$ cat src/rtl/rsa_word_deserializer.sv
// rtl/rsa_word_deserializer.sv - assembles msg/key/modulus operand frames from a host word stream
// Words arrive msg first, then key, then modulus, least-significant word first within each field.
module rsa_word_deserializer #(
  parameter int MOD_WIDTH  = 256,
  parameter int WORD_WIDTH = 32
) (
  input  logic                  clk,
  input  logic                  rst,
  input  logic                  i_valid,
  output logic                  i_ready,
  input  logic [WORD_WIDTH-1:0] i_word,
  input  logic                  i_last,
  output logic                  o_valid,
  input  logic                  o_ready,
  output logic [MOD_WIDTH-1:0]  o_msg,
  output logic [MOD_WIDTH-1:0]  o_key,
  output logic [MOD_WIDTH-1:0]  o_modulus,
  output logic                  o_err
);

  localparam int N      = MOD_WIDTH / WORD_WIDTH;
  localparam int SLOT_W = (N > 1) ? $clog2(N) : 1;

  localparam logic [0:0] COLLECT = 1'b0;
  localparam logic [0:0] HOLD    = 1'b1;

  generate
    if (MOD_WIDTH % WORD_WIDTH != 0) begin : g_bad_width
      $error("MOD_WIDTH must be a multiple of WORD_WIDTH");
    end
  endgenerate

  logic [0:0]        state;
  logic [1:0]        field;
  logic [SLOT_W-1:0] slot;
  logic              accept;
  logic              final_word;

  // o_valid comes straight from the state flop so an async reset drops it at once.
  assign i_ready    = !rst && (state == COLLECT);
  assign o_valid    = (state == HOLD);
  assign accept     = i_valid && i_ready;
  assign final_word = (field == 2'd2) && (slot == SLOT_W'(N - 1));

  always_ff @(posedge clk or posedge rst) begin
    if (rst) begin
      state     <= COLLECT;
      field     <= 2'd0;
      slot      <= '0;
      o_err     <= 1'b0;
      o_msg     <= '0;
      o_key     <= '0;
      o_modulus <= '0;
    end else begin
      o_err <= 1'b0;
      case (state)
        COLLECT: begin
          if (accept) begin
            case (field)
              2'd0:    o_msg[int'(slot) * WORD_WIDTH +: WORD_WIDTH]     <= i_word;
              2'd1:    o_key[int'(slot) * WORD_WIDTH +: WORD_WIDTH]     <= i_word;
              default: o_modulus[int'(slot) * WORD_WIDTH +: WORD_WIDTH] <= i_word;
            endcase
            if (final_word && i_last) begin
              state <= HOLD;
              field <= 2'd0;
              slot  <= '0;
            end else if (final_word || i_last) begin
              // Mis-framed: drop the frame; partial data regs are left as don't-care.
              o_err <= 1'b1;
              field <= 2'd0;
              slot  <= '0;
            end else if (slot == SLOT_W'(N - 1)) begin
              slot  <= '0;
              field <= field + 2'd1;
            end else begin
              slot <= slot + SLOT_W'(1);
            end
          end
        end
        default: begin
          if (o_ready) begin
            state <= COLLECT;
          end
        end
      endcase
    end
  end

endmodule

$ cat config.mk
export PLATFORM = sky130hd
export DESIGN_NAME = rsa_word_deserializer
export DESIGN_NICKNAME = d
export VERILOG_FILES = /design/src/rtl/rsa_word_deserializer.sv
export SDC_FILE = /design/constraint.sdc
export NUM_CORES = 1
export LEC_CHECK = 0
export CAP_MARGIN = 20
export CORE_AREA = 2 2 318 320
export DETAILED_ROUTE_END_ITERATION = 10
export DIE_AREA = 0 0 320 322
export GPL_ROUTABILITY_DRIVEN = 0
export PLACE_DENSITY = 0.58
export SYNTH_ARGS = -nofsm -noshare
export SYNTH_HDL_FRONTEND = slang
export SYNTH_SLANG_ARGS = --single-unit
export TNS_END_PERCENT = 100
$ cat constraint.sdc
create_clock -name clk -period 90.6 [get_ports clk]
set_clock_uncertainty 0.05 [all_clocks]
set_input_delay 27.18 -clock clk [delete_from_list [all_inputs] [get_ports clk]]
set_output_delay 27.18 -clock clk [all_outputs]
set_load 0.01 [all_outputs]
==> results of run 1 <==
==> layout make-up <==
| type | instances | area, µm² | share of cell area, % |
|---|---|---|---|
| Multi-Input combinational cell | 1126 | 9960 | 23.2 |
| Antenna cell | 7 | 17.5 | 0.0409 |
| Sequential cell | 775 | 19400 | 45.2 |
| Clock buffer | 127 | 2580 | 6.02 |
| Inverter | 108 | 413 | 0.963 |
| Tap cell | 1298 | 1620 | 3.79 |
| Timing Repair Buffer | 858 | 8560 | 20.0 |
| Clock inverter | 28 | 315 | 0.736 |
==> routing by layer <==
| metal | GRT usage, % | share of wire, % | vias to the layer above |
|---|---|---|---|
| met5 | 0 | 0.020 | - |
| met4 | 10.1 | 4.3 | 4 |
| met3 | 6.80 | 7.6 | 204 |
| met2 | 36.5 | 48 | 792 |
| met1 | 27.3 | 40 | 10900 |
| li1 | - | - | 9043 |
==> path summary, 6_finish.rpt <==
path | from | to | slack (ps) | depth (start not counted)
worst min register to register | o_modulus[94] | o_modulus[94] | 430 | 2
worst max-delay path | rst | i_ready | 34620 | 3
min in group asynchronous | rst | o_msg[93] | 27180 | 2
worst min-delay path | o_modulus[94] | o_modulus[94] | 430 | 2
max in group asynchronous | rst | o_msg[74] | 59840 | 6
worst max register to register | slot[1] | o_msg[225] | 86530 | 6
==> sequential cells by signal, summed over array words and instances, names as in the netlist <==
register and cells:
o_modulus 256, o_msg 256, slot 3, o_key 256, field 2, o_err 1
o_valid 1
==> critical path: cells and delay by family <==
family,cells,cell delay (ps)
buf+inv,2,1270
simple gates,1,300
==> through the flow <==
| step | setup WS (ps) | instance area [µm²] |
|---|---|---|
| global placement | 34570 | 39800 |
| detailed placement | 34540 | 39800 |
| global route | 34530 | 42800 |
| floorplan | 36030 | 30200 |
| CTS | 34530 | 42700 |
| finish | 34620 | 42900 |
==> layout by cell type (no fill, tap or decap), types with 35 or more instances in the layout <==
| master | instances |
|---|---|
| buf_4 | 43 |
| clkbuf_16 | 89 |
| clkdlybuf4s50_1 | 804 |
| dfrtp_1 | 775 |
| inv_1 | 107 |
| mux2_2 | 580 |
| mux2_4 | 36 |
| nand2_1 | 74 |
| nand3_1 | 66 |
| nand4_1 | 35 |
| nor2_1 | 68 |
| o21ai_0 | 138 |
==> where the power goes <==
group          leakage [nW]  internal (mW)  switching, mW
sequential             10.3          0.393         0.0259
combinational          8.33          0.115          0.121
clock                  1.43          0.209          0.147
total                  20.0          0.717          0.293
==> cells in the mapped netlist, drive strengths merged <==
master	instances	share of area (%)
ha	12	0.50
nor2	80	0.99
or3b	1	0.029
clkbuf	94	1.2
and2	13	0.27
nor3	2	0.070
nand3	68	1.1
o32ai	1	0.029
nand2b	25	0.52
nand4b	1	0.029
nand4bb	2	0.074
dfrtp	775	64
nand4	35	0.72
nand3b	1	0.025
and3	22	0.46
nand2	75	0.93
a22o	1	0.029
inv	108	1.3
nor4	2	0.083
o22ai	3	0.062
mux2	628	24
nor3b	1	0.041
o311ai	2	0.058
nor4b	2	0.099
o21ai	143	2.4
or4	2	0.050
buf	40	0.87
or2	1	0.021
or3	1	0.021
nor2b	2	0.041
==> cells by family (layout without fill, tap and decap cells) <==
group                      Yosys count  in the layout
DFF                                775            775
muxes                              628            628
and+or+nand+nor                    336            336
buffers and inverters              242           1121
AOI/OAI and AO/OA                  150            150
adders and majority gates           12             12
other                                0              7
==> results.cfg, run 1 <==
[final_layout]
num-fill-cells = 9100
drive_gt1_share_pct = 27.6
fin_util_pct = 43.1
syn_to_final_growth_pct = 41.8
stdcell_count = 4327
nets = 3005

[detailed_routing]
drc_errors = 0
detail-route-antenna-nets = 0
wl_per_cell_um = 27.1
dr_total_vias = 20900
vias_per_cell = 4.83
drt-total-wl_um = 117000
first_pass_iters = 5
first_iter_violations = 1104

[sta]
rsz0062_at_grt = false
hold_viol = 0
setup_viol = 0
setup_tns_ps = 0
worst_pin_slew_ps = 1110
slew_viol_final = 0
fin_crit_sh_pct = 61.8
fin_hold_ws_ps = 428
relSlewSlack_pct = 26.0
min_period_ps = 55980
fmax_ghz = 0.0179

[die]
initial_core_util_pct = 30.4
dieArea_um2 = 103000
coreArea_um2 = 99600
die_y_um = 322
io_pins = 808
rows = 116
die_w_um = 320

[global_route]
grt_pass1_wl_um = 166000
antenna_found_initial = 18
overflow = 0
grt_max_degree = 172
grt_pass1_vias = 21900
track_usage_pct = 22.4

[worst_setup_path]
arrival_ps = 28750
crit_chain = clkdlybuf4s50_1 -> nor2_1 -> clkdlybuf4s50_1
path_max_fanout = 6
path_class = input port to primary output
cpMaxStageDelayCell = clkdlybuf4s50_1
crit_path_max_incr_delay_ps = 690
cp.required_ps = 63370
worstSetupStartpointType = input port
crit_top_cell = clkdlybuf4s50_1
endpoint_kind = primary output

[clock_network]
cts_setup_buffers = 0
cts_root_buffer = clkbuf_16
cts.clk_slew.worst_paths_ps = 60
clk_latency_ps = 660
cts_max_path_buffers = 3
cts_hold_buf = 0
htree_num_levels = 3
numCtsBuffers = 87
cts_tree = done
clock-sinks = 775
cts.repair.resized = 0

[logic_synthesis]
synth_simple_gate_area_share_pct = 5.60
syn-instance-count = 2143
avgSynthCellArea_um2 = 14.1
synth_top_family_by_area = multiplexers
synth_cell_types = 38
synth_fa_ha_area_share_pct = 0.497
yosysWarnings = 0
syn_area_um2 = 30200
yosysSeqAreaShare_pct = 64.1
muxShareOfSynthArea_pct = 23.8
synth_fp_nets = 2192
yosys_register_bits = 775
synth_xor_area_share_pct = 0
synth-compound-area-share_pct = 2.55

[flow_run]
maxCapViolations = 0

[outcome]
run_status = complete, no violations

[worst_hold_path]
hold_path_class = flip-flop to flip-flop

[pwr]
ir_worst_vdd_v = 0.0000163
power.density_nw_per_um2 = 23.6
finalPower_mw = 1.01
power.leakage_nw = 20.0

[placement]
portBuffers = 807
dpl.cell_count = 4158
dp_hpwl_um = 79400
Note: power is estimated with default switching activity, not from simulation.
==> inputs of run 2 (changes only) <==
Clock period 90.6 ns to 56.1 ns, I/O delays scaled along.
==> run 2 against run 1 <==
  * Die area unchanged
  * Count of clock-buffer cells in the layout up 3
  * Global-route usage is essentially flat
  * Total power rose by 63%
  * Critical path depth unchanged
  * Via count about the same
  * Worst setup slack worse by 14000 ps
==> results.cfg, run 2 (synthesis results as in run 1) <==
[worst_setup_path]
path_max_fanout = 6
endpoint_kind = primary output
crit_chain = clkdlybuf4s50_1 -> nor2_1 -> clkdlybuf4s50_1
path_class = input port to primary output
crit_path_max_incr_delay_ps = 700
arrival_ps = 18340
crit_top_cell = clkdlybuf4s50_1
worstSetupStartpointType = input port
cp.required_ps = 39220
cpMaxStageDelayCell = clkdlybuf4s50_1

[sta]
fin_crit_sh_pct = 62.8
setup_tns_ps = 0
setup_viol = 0
fin_hold_ws_ps = 429
min_period_ps = 35220
fmax_ghz = 0.0284
relSlewSlack_pct = 23.2
layout_setup_ws_ps = 20880
rsz0062_at_grt = false
slew_viol_final = 0
hold_viol = 0
worst_pin_slew_ps = 1150

[detailed_routing]
vias_per_cell = 4.82
drt-total-wl_um = 117000
first_pass_iters = 4
dr_total_vias = 20900
drc_errors = 0
wl_per_cell_um = 27.1
detail-route-antenna-nets = 0
first_iter_violations = 1112

[placement]
pre_cts_ws_ps = 20840
dpl.cell_count = 4157
portBuffers = 807
placed_cell_area_um2 = 39800
dp_hpwl_um = 78700

[clock_network]
cts.repair.resized = 0
cts_setup_buffers = 0
cts.clk_slew.worst_paths_ps = 50
cts_tree = done
numCtsBuffers = 88
cts_root_buffer = clkbuf_16
cts_max_path_buffers = 3
htree_num_levels = 3
clk_latency_ps = 660
cts_hold_buf = 0
clock-sinks = 775

[final_layout]
stdcell_count = 4333
nets = 3006
final_cell_area_um2 = 43000
final_cell_mix = clkdlybuf4s50_1, dfrtp_1, mux2_2
final_common_cell = clkdlybuf4s50_1
drive_gt1_share_pct = 27.6
reg_top3 = o_key: 256 flops, o_modulus: 256 flops, o_msg: 256 flops
syn_to_final_growth_pct = 42.1

[die]
die_w_um = 320
initial_core_util_pct = 30.4
coreArea_um2 = 99600
die_y_um = 322
io_pins = 808
rows = 116
dieArea_um2 = 103000

[global_route]
grt_pass1_vias = 22000
grt_pass1_wl_um = 165000
overflow = 0
grt_max_degree = 209
antenna_found_initial = 15
track_usage_pct = 22.4

[outcome]
run_status = complete, no violations

[pwr]
power.density_nw_per_um2 = 38.3
ir_worst_vdd_v = 0.0000274
power.leakage_nw = 20.1

[worst_hold_path]
hold_path_class = flip-flop to flip-flop

[flow_run]
maxCapViolations = 0
## run 2: cell count changes in the layout (fill, tap and decap cells not counted), moves of 3 or more
cell / delta
inv_6: +3
clkbuf_16: +3
clkbuf_1: +3
bufinv_16: +3
clkinv_8: -4
## run 2: worst paths after layout
| path | to | slack (ps) | start | cells after the start |
|---|---|---|---|---|
| max | i_ready | 20880 | rst | 3 |
| min | o_modulus[199] | 430 | o_modulus[199] | 2 |
| max reg2reg | o_modulus[26] | 52460 | slot[1] | 6 |
| min reg2reg | o_modulus[199] | 430 | o_modulus[199] | 2 |
| max in group asynchronous | o_modulus[81] | 37210 | rst | 4 |
| min in group asynchronous | o_msg[100] | 16840 | rst | 2 |
## run 2: routing by layer
layer	share of wire, %	track usage, %	up-vias
met1	40	27.3	10900
met3	7.2	6.45	174
met4	3.5	8.64	2
met2	49	37.5	743
met5	0.011	0	-
li1	-	-	9051
## run 2: through the flow
| step | util [%] | power, mW |
|---|---|---|
| after floorplan | - | 0.823 |
| after global placement | 40.0 | 1.06 |
| after detailed placement | 40.0 | 1.07 |
| after CTS | 43.0 | 1.67 |
| after global routing | 43.1 | 1.72 |
| final | 43.2 | 1.65 |
## run 2: area by class of cell
cell class / instances / area (µm²)
Antenna cell: 9 / 22.5
Clock buffer: 130 / 2610
Clock inverter: 29 / 353
Fill cell: 9063 / 56600
Inverter: 108 / 413
Multi-Input combinational cell: 1126 / 9960
Sequential cell: 775 / 19400
Tap cell: 1298 / 1620
Timing Repair Buffer: 858 / 8590
## run 2: worst max-delay path: cells and delay by family
kind	cells	cell delay (ps)
and+or+nand+nor	1	210
buffers and inverters	2	1300
## run 2: report_power, final
part	total [mW]	switching [mW]	internal, mW	leakage (nW)
Combinational	0.381	0.195	0.186	8.34
Clock	0.591	0.236	0.354	1.45
Sequential	0.676	0.0420	0.634	10.3
==> inputs of run 3 (changes only) <==
Clock period 56.1 ns to 34.6 ns, I/O delays scaled along.
==> run 3 against run 2 <==
  * Routed wire length grew 0.18%
  * Final area grew 0.14%
  * First-iteration DRC count grew 0.36%
  * Final cell count is essentially flat
  * Clock power grew 65%
  * Sequential power grew 63%
  * Sequential share of layout area shrank 0.063 points
  * Sequential cell count is the same
  * Critical path depth is the same
  * Worst setup slack lost 8800 ps
  * Global-route usage grew 0.062 points
  * Critical path type unchanged
  * Highest routed layer unchanged
==> results.cfg, run 3 (synthesis results as in run 1) <==
[outcome]
run_status = complete, no violations

[sta]
relSlewSlack_pct = 22.7
setup_viol = 0
rsz0062_at_grt = false
hold_viol = 0
worst_pin_slew_ps = 1140
setup_tns_ps = 0
fmax_ghz = 0.0445
min_period_ps = 22480
slew_viol_final = 0
fin_crit_sh_pct = 65.0

[global_route]
grt_max_degree = 134
overflow = 0
grt_pass1_wl_um = 166000
track_usage_pct = 22.5
antenna_found_initial = 18
grt_pass1_vias = 21800

[die]
io_pins = 808
initial_core_util_pct = 30.4
rows = 116
dieArea_um2 = 103000
die_w_um = 320
coreArea_um2 = 99600
die_y_um = 322

[flow_run]
maxCapViolations = 0

[pwr]
power.leakage_nw = 20.1
p_comb_share_pct = 22.9
pwr-share-clk_pct = 36.3
ir_worst_vdd_v = 0.0000416
sw_frac_of_total_pct = 29.0
p_seq_share_pct = 40.8
switchingPower_mw = 0.779
p_int_mw = 1.91
power.density_nw_per_um2 = 62.4

[worst_setup_path]
crit_path_max_incr_delay_ps = 690
endpoint_kind = primary output
critical-path-top-delay-family = buffers and inverters
r2r-start = slot[1]
crit_buf_inv = 2
crit_top_cell = clkdlybuf4s50_1
path_max_fanout = 6
worstSetupStartpointType = input port
cpMaxStageDelayCell = clkdlybuf4s50_1
startpoint = rst
path_class = input port to primary output
crit_chain = clkdlybuf4s50_1 -> nor2_1 -> clkdlybuf4s50_1
cp.required_ps = 24170
arrival_ps = 12050

[detailed_routing]
wl_per_cell_um = 27.1
vias_per_cell = 4.80
drt-total-wl_um = 118000
drc_errors = 0
detail-route-antenna-nets = 0
first_iter_violations = 1116
dr_total_vias = 20800
first_pass_iters = 5

[final_layout]
reg_top3 = o_key: 256 flops, o_modulus: 256 flops, o_msg: 256 flops
final_cell_mix = clkdlybuf4s50_1, dfrtp_1, mux2_2
final_common_cell = clkdlybuf4s50_1
nets = 3009
drive_gt1_share_pct = 27.9
final_cell_area_um2 = 43000
syn_to_final_growth_pct = 42.3

[clock_network]
clock-sinks = 775
cts_root_buffer = clkbuf_16
htree_num_levels = 3
cts.repair.resized = 0
cts_max_path_buffers = 3
cts_setup_buffers = 0
numCtsBuffers = 89
cts_hold_buf = 0
clk_latency_ps = 670
cts_tree = done
cts.clk_slew.worst_paths_ps = 60

[worst_hold_path]
hold_path_class = flip-flop to flip-flop
min_from = o_modulus[66]

[placement]
dp_hpwl_um = 79400
portBuffers = 807
placed_cell_area_um2 = 39800
## run 3: changes by cell type in the layout (fill, tap and decap cells not counted), sizes merged
cell / previous run / this run
buf: 52 / 56
clkinv: 13 / 16
diode: 9 / 6
clkinvlp: 4 / 6
bufinv: 7 / 5
## run 3: power groups by stage
stage / combinational (mW) / sequential (mW) / clock (mW)
global placement: 0.618 / 1.10 / 0
CTS: 0.627 / 1.10 / 1.00
floorplan: 0.174 / 1.16 / 0
detailed placement: 0.624 / 1.11 / 0
global route: 0.655 / 1.11 / 1.04
finish: 0.616 / 1.10 / 0.975
## run 3: final timing paths
| path | end | cells past startpoint | slack (ps) |
|---|---|---|---|
| max | i_ready | 3 | 12120 |
| min | o_modulus[66] | 2 | 430 |
| max reg2reg | o_msg[225] | 6 | 30630 |
| min reg2reg | o_modulus[66] | 2 | 430 |
| max in group asynchronous | o_modulus[142] | 4 | 21600 |
| min in group asynchronous | o_valid | 2 | 10560 |
## run 3: area by class of cell
class | count | area [µm²]
repair buffers | 860 | 8560
clock buffers | 132 | 2680
flip-flops and latches | 775 | 19400
inverters | 108 | 413
multi-input cells | 1126 | 9960
diodes | 6 | 15.0
clock inverters | 32 | 383
fillers | 9115 | 56500
well taps | 1298 | 1620
## run 3: per-stage QoR
step,hold slack (ps),util (%),cells,setup slack [ps],power (mW)
finish,430,43.2,4337,12120,2.69
global route,452,43.2,4331,12060,2.81
CTS,433,43.1,4326,12050,2.72
detailed placement,419,40.0,4162,12050,1.73
global placement,415,40.0,4161,12090,1.72
floorplan,453,-,2143,2410,1.33
## run 3: worst min-delay path: cells and delay by family, from the launching register on
family / cells / cell delay, ps
AND/OR/NAND/NOR: 1 / 40
AO/OA/AOI/OAI: 1 / 60
flip-flops: 1 / 340
## run 3: layer usage
metal	global-route usage [%]	share of wire, %	up-vias
li1	-	-	9055
met1	27.7	41	10900
met2	37.2	48	741
met3	6.63	7.4	168
met4	8.36	3.4	6
met5	0	0.028	-
==> variant: new RTL, flow settings as in run 2 <==
Change the localparam `HOLD` from 1'b1 to 1'b0.
--- a/src/rtl/rsa_word_deserializer.sv
+++ b/src/rtl/rsa_word_deserializer.sv
@@ -22,7 +22,7 @@
   localparam int SLOT_W = (N > 1) ? $clog2(N) : 1;
 
   localparam logic [0:0] COLLECT = 1'b0;
-  localparam logic [0:0] HOLD    = 1'b1;
+  localparam logic [0:0] HOLD    = 1'b0;
 
   generate
     if (MOD_WIDTH % WORD_WIDTH != 0) begin : g_bad_width
Function: not settled (the Yosys comparison gave no result); the edit may change what the design does.
==> variant against run 2 <==
Worst setup slack worse by 0.056 ns. Largest power group unchanged. Utilization is 0.10 points lower. Synthesized cell count stayed put. Clock power is 1% lower. Combinational power is 5.5% lower. Routed wire length is 0.51% lower. Synthesized area hardly changed. Sequential cell count stayed put. Cell count hardly changed. Highest routed layer unchanged. Power is 2.0% lower. Design area is 0.24% lower.
==> variant: results (changes against run 2) <==
| Metric | Value |
|---|---|
| Sequential share of power | 0.415 (was 0.410) |
| Top Layer Used | met5 (unchanged) |
| DP Cell Count | 4,162 (was 4,157) |
| CP bufs+invs | 2 (unchanged) |
| Final setup violation count | 0 (unchanged) |
| Gr ovfl total | 0 (unchanged) |
| Met3 usage | 0.0634 (was 0.0645) |
| Biggest regs | o_key (256), o_modulus (256), o_msg (256) (unchanged) |
| M1 wire length | 45.6 mm (was 47.4 mm) |
| Maxcap violations | 0 (unchanged) |
| Post-CTS resize count | 0 (unchanged) |
| CP top delay family | buffers and inverters (unchanged) |
| Nets | 3,006 (unchanged) |
| WL met2 | 56.3 mm (was 57.5 mm) |
| Critical-path top delay cell | clkdlybuf4s50_1 (unchanged) |
| H-Tree Depth | 3 (unchanged) |
| Met3 Wirelength | 9.01 mm (was 8.48 mm) |
| Register area share after synthesis | 0.642 (was 0.641) |
| P_int | 1150 uW (was 1170 uW) |
| Gate power share | 0.223 (was 0.231) |
| Vias per cell | 4.80 (was 4.82) |
| Switch Pwr | 460 uW (was 473 uW) |
| Share of cells above drive strength 1 | 0.276 (about the same) |
| Post-placement setup slack | 20.76 ns (was 20.84 ns) |
| Peak VDD IR | 25.7 uV (was 27.4 uV) |
| Slew margin rel. | 0.222 (was 0.232) |
| Placed inst area | 39,900 um^2 (was 39,800 um^2) |
| Top cells by count, synth | dfrtp_1 (775), mux2_2 (580), o21ai_0 (134) (was dfrtp_1 (775), mux2_2 (580), o21ai_0 (138)) |
| Postcts setup bufs | 0 (unchanged) |
| Largest buffer count on any clock path | 3 (unchanged) |
| DRT iter0 DRCs | 1,066 (was 1,112) |
| CP peak stage delay | 0.64 ns (was 0.70 ns) |
| Non-filler cells, final | 4,334 (was 4,333) |
| Hold Crit Depth | 2 (unchanged) |
| Outcome | finished, final reports clean (unchanged) |
| Synth unique cells | 38 (unchanged) |
| Hold crit path type | flip-flop to flip-flop (unchanged) |
| Initial antenna violation count | 17 (was 15) |
| Crit path max fanout | 6 (unchanged) |
| Clock slew at reported path FFs | roughly 0.060 ns |
| Syn Inst Count | 2,143 (unchanged) |
| Drt first pass iters | 5 (was 4) |
| Leak | 0.0200 uW (was 0.0201 uW) |
| Total GRT Usage | 0.223 (was 0.224) |
| Vias in the first global route | 21,900 (was 22,000) |
| Met1 usage in global routing | 0.267 (was 0.273) |
| R2R cell count | 8 (was 6) |
| Yosys warnings | 0 (unchanged) |
| Root Buffer | clkbuf_16 (unchanged) |
| Pin count of the biggest net entering global routing | 192 (was 209) |
| DP Wirelength | 79.3 mm (was 78.7 mm) |
| Arr. time, crit path | 18.40 ns (was 18.34 ns) |
| Num CTS Buffers | 89 (was 88) |
| Drt total wl | 117 mm (about the same) |
| PortBufs | 807 (unchanged) |
| First-pass GRT wire length | 165 mm (about the same) |
| Synth area leaders | dfrtp_1 (64%), mux2_2 (22%), o21ai_0 (2.2%) (was dfrtp_1 (64%), mux2_2 (22%), o21ai_0 (2.3%)) |
| GR Util met2 | 0.368 (was 0.375) |
[variant: cell families (layout without fill, tap and decap cells)]
group           Yosys count  in the layout  share of synthesized area
simple gates            337            337                     0.0561
other cells               0             10                          0
buf+inv                 242           1125                     0.0338
fa+ha+maj                12             12                    0.00497
mux                     628            628                      0.238
flops                   775            775                      0.642
compound gates          149            149                     0.0252
[variant: area by class of cell]
type / count / area [um^2]
Timing Repair Buffer: 857 / 8520
Inverter: 108 / 413
Multi-Input combinational cell: 1126 / 9960
Fill cell: 9142 / 56700
Clock inverter: 29 / 322
Clock buffer: 131 / 2610
Sequential cell: 775 / 19400
Tap cell: 1298 / 1620
Antenna cell: 10 / 25.0
[variant: worst paths after layout]
path / startpoint / endpoint / slack [ns]
max in group asynchronous: rst / o_modulus[52] / 36.51
max: rst / i_ready / 20.82
min reg2reg: o_modulus[199] / o_modulus[199] / 0.43
min in group asynchronous: rst / o_key[207] / 16.82
max reg2reg: slot[0] / o_msg[2] / 51.94
min: o_modulus[199] / o_modulus[199] / 0.43
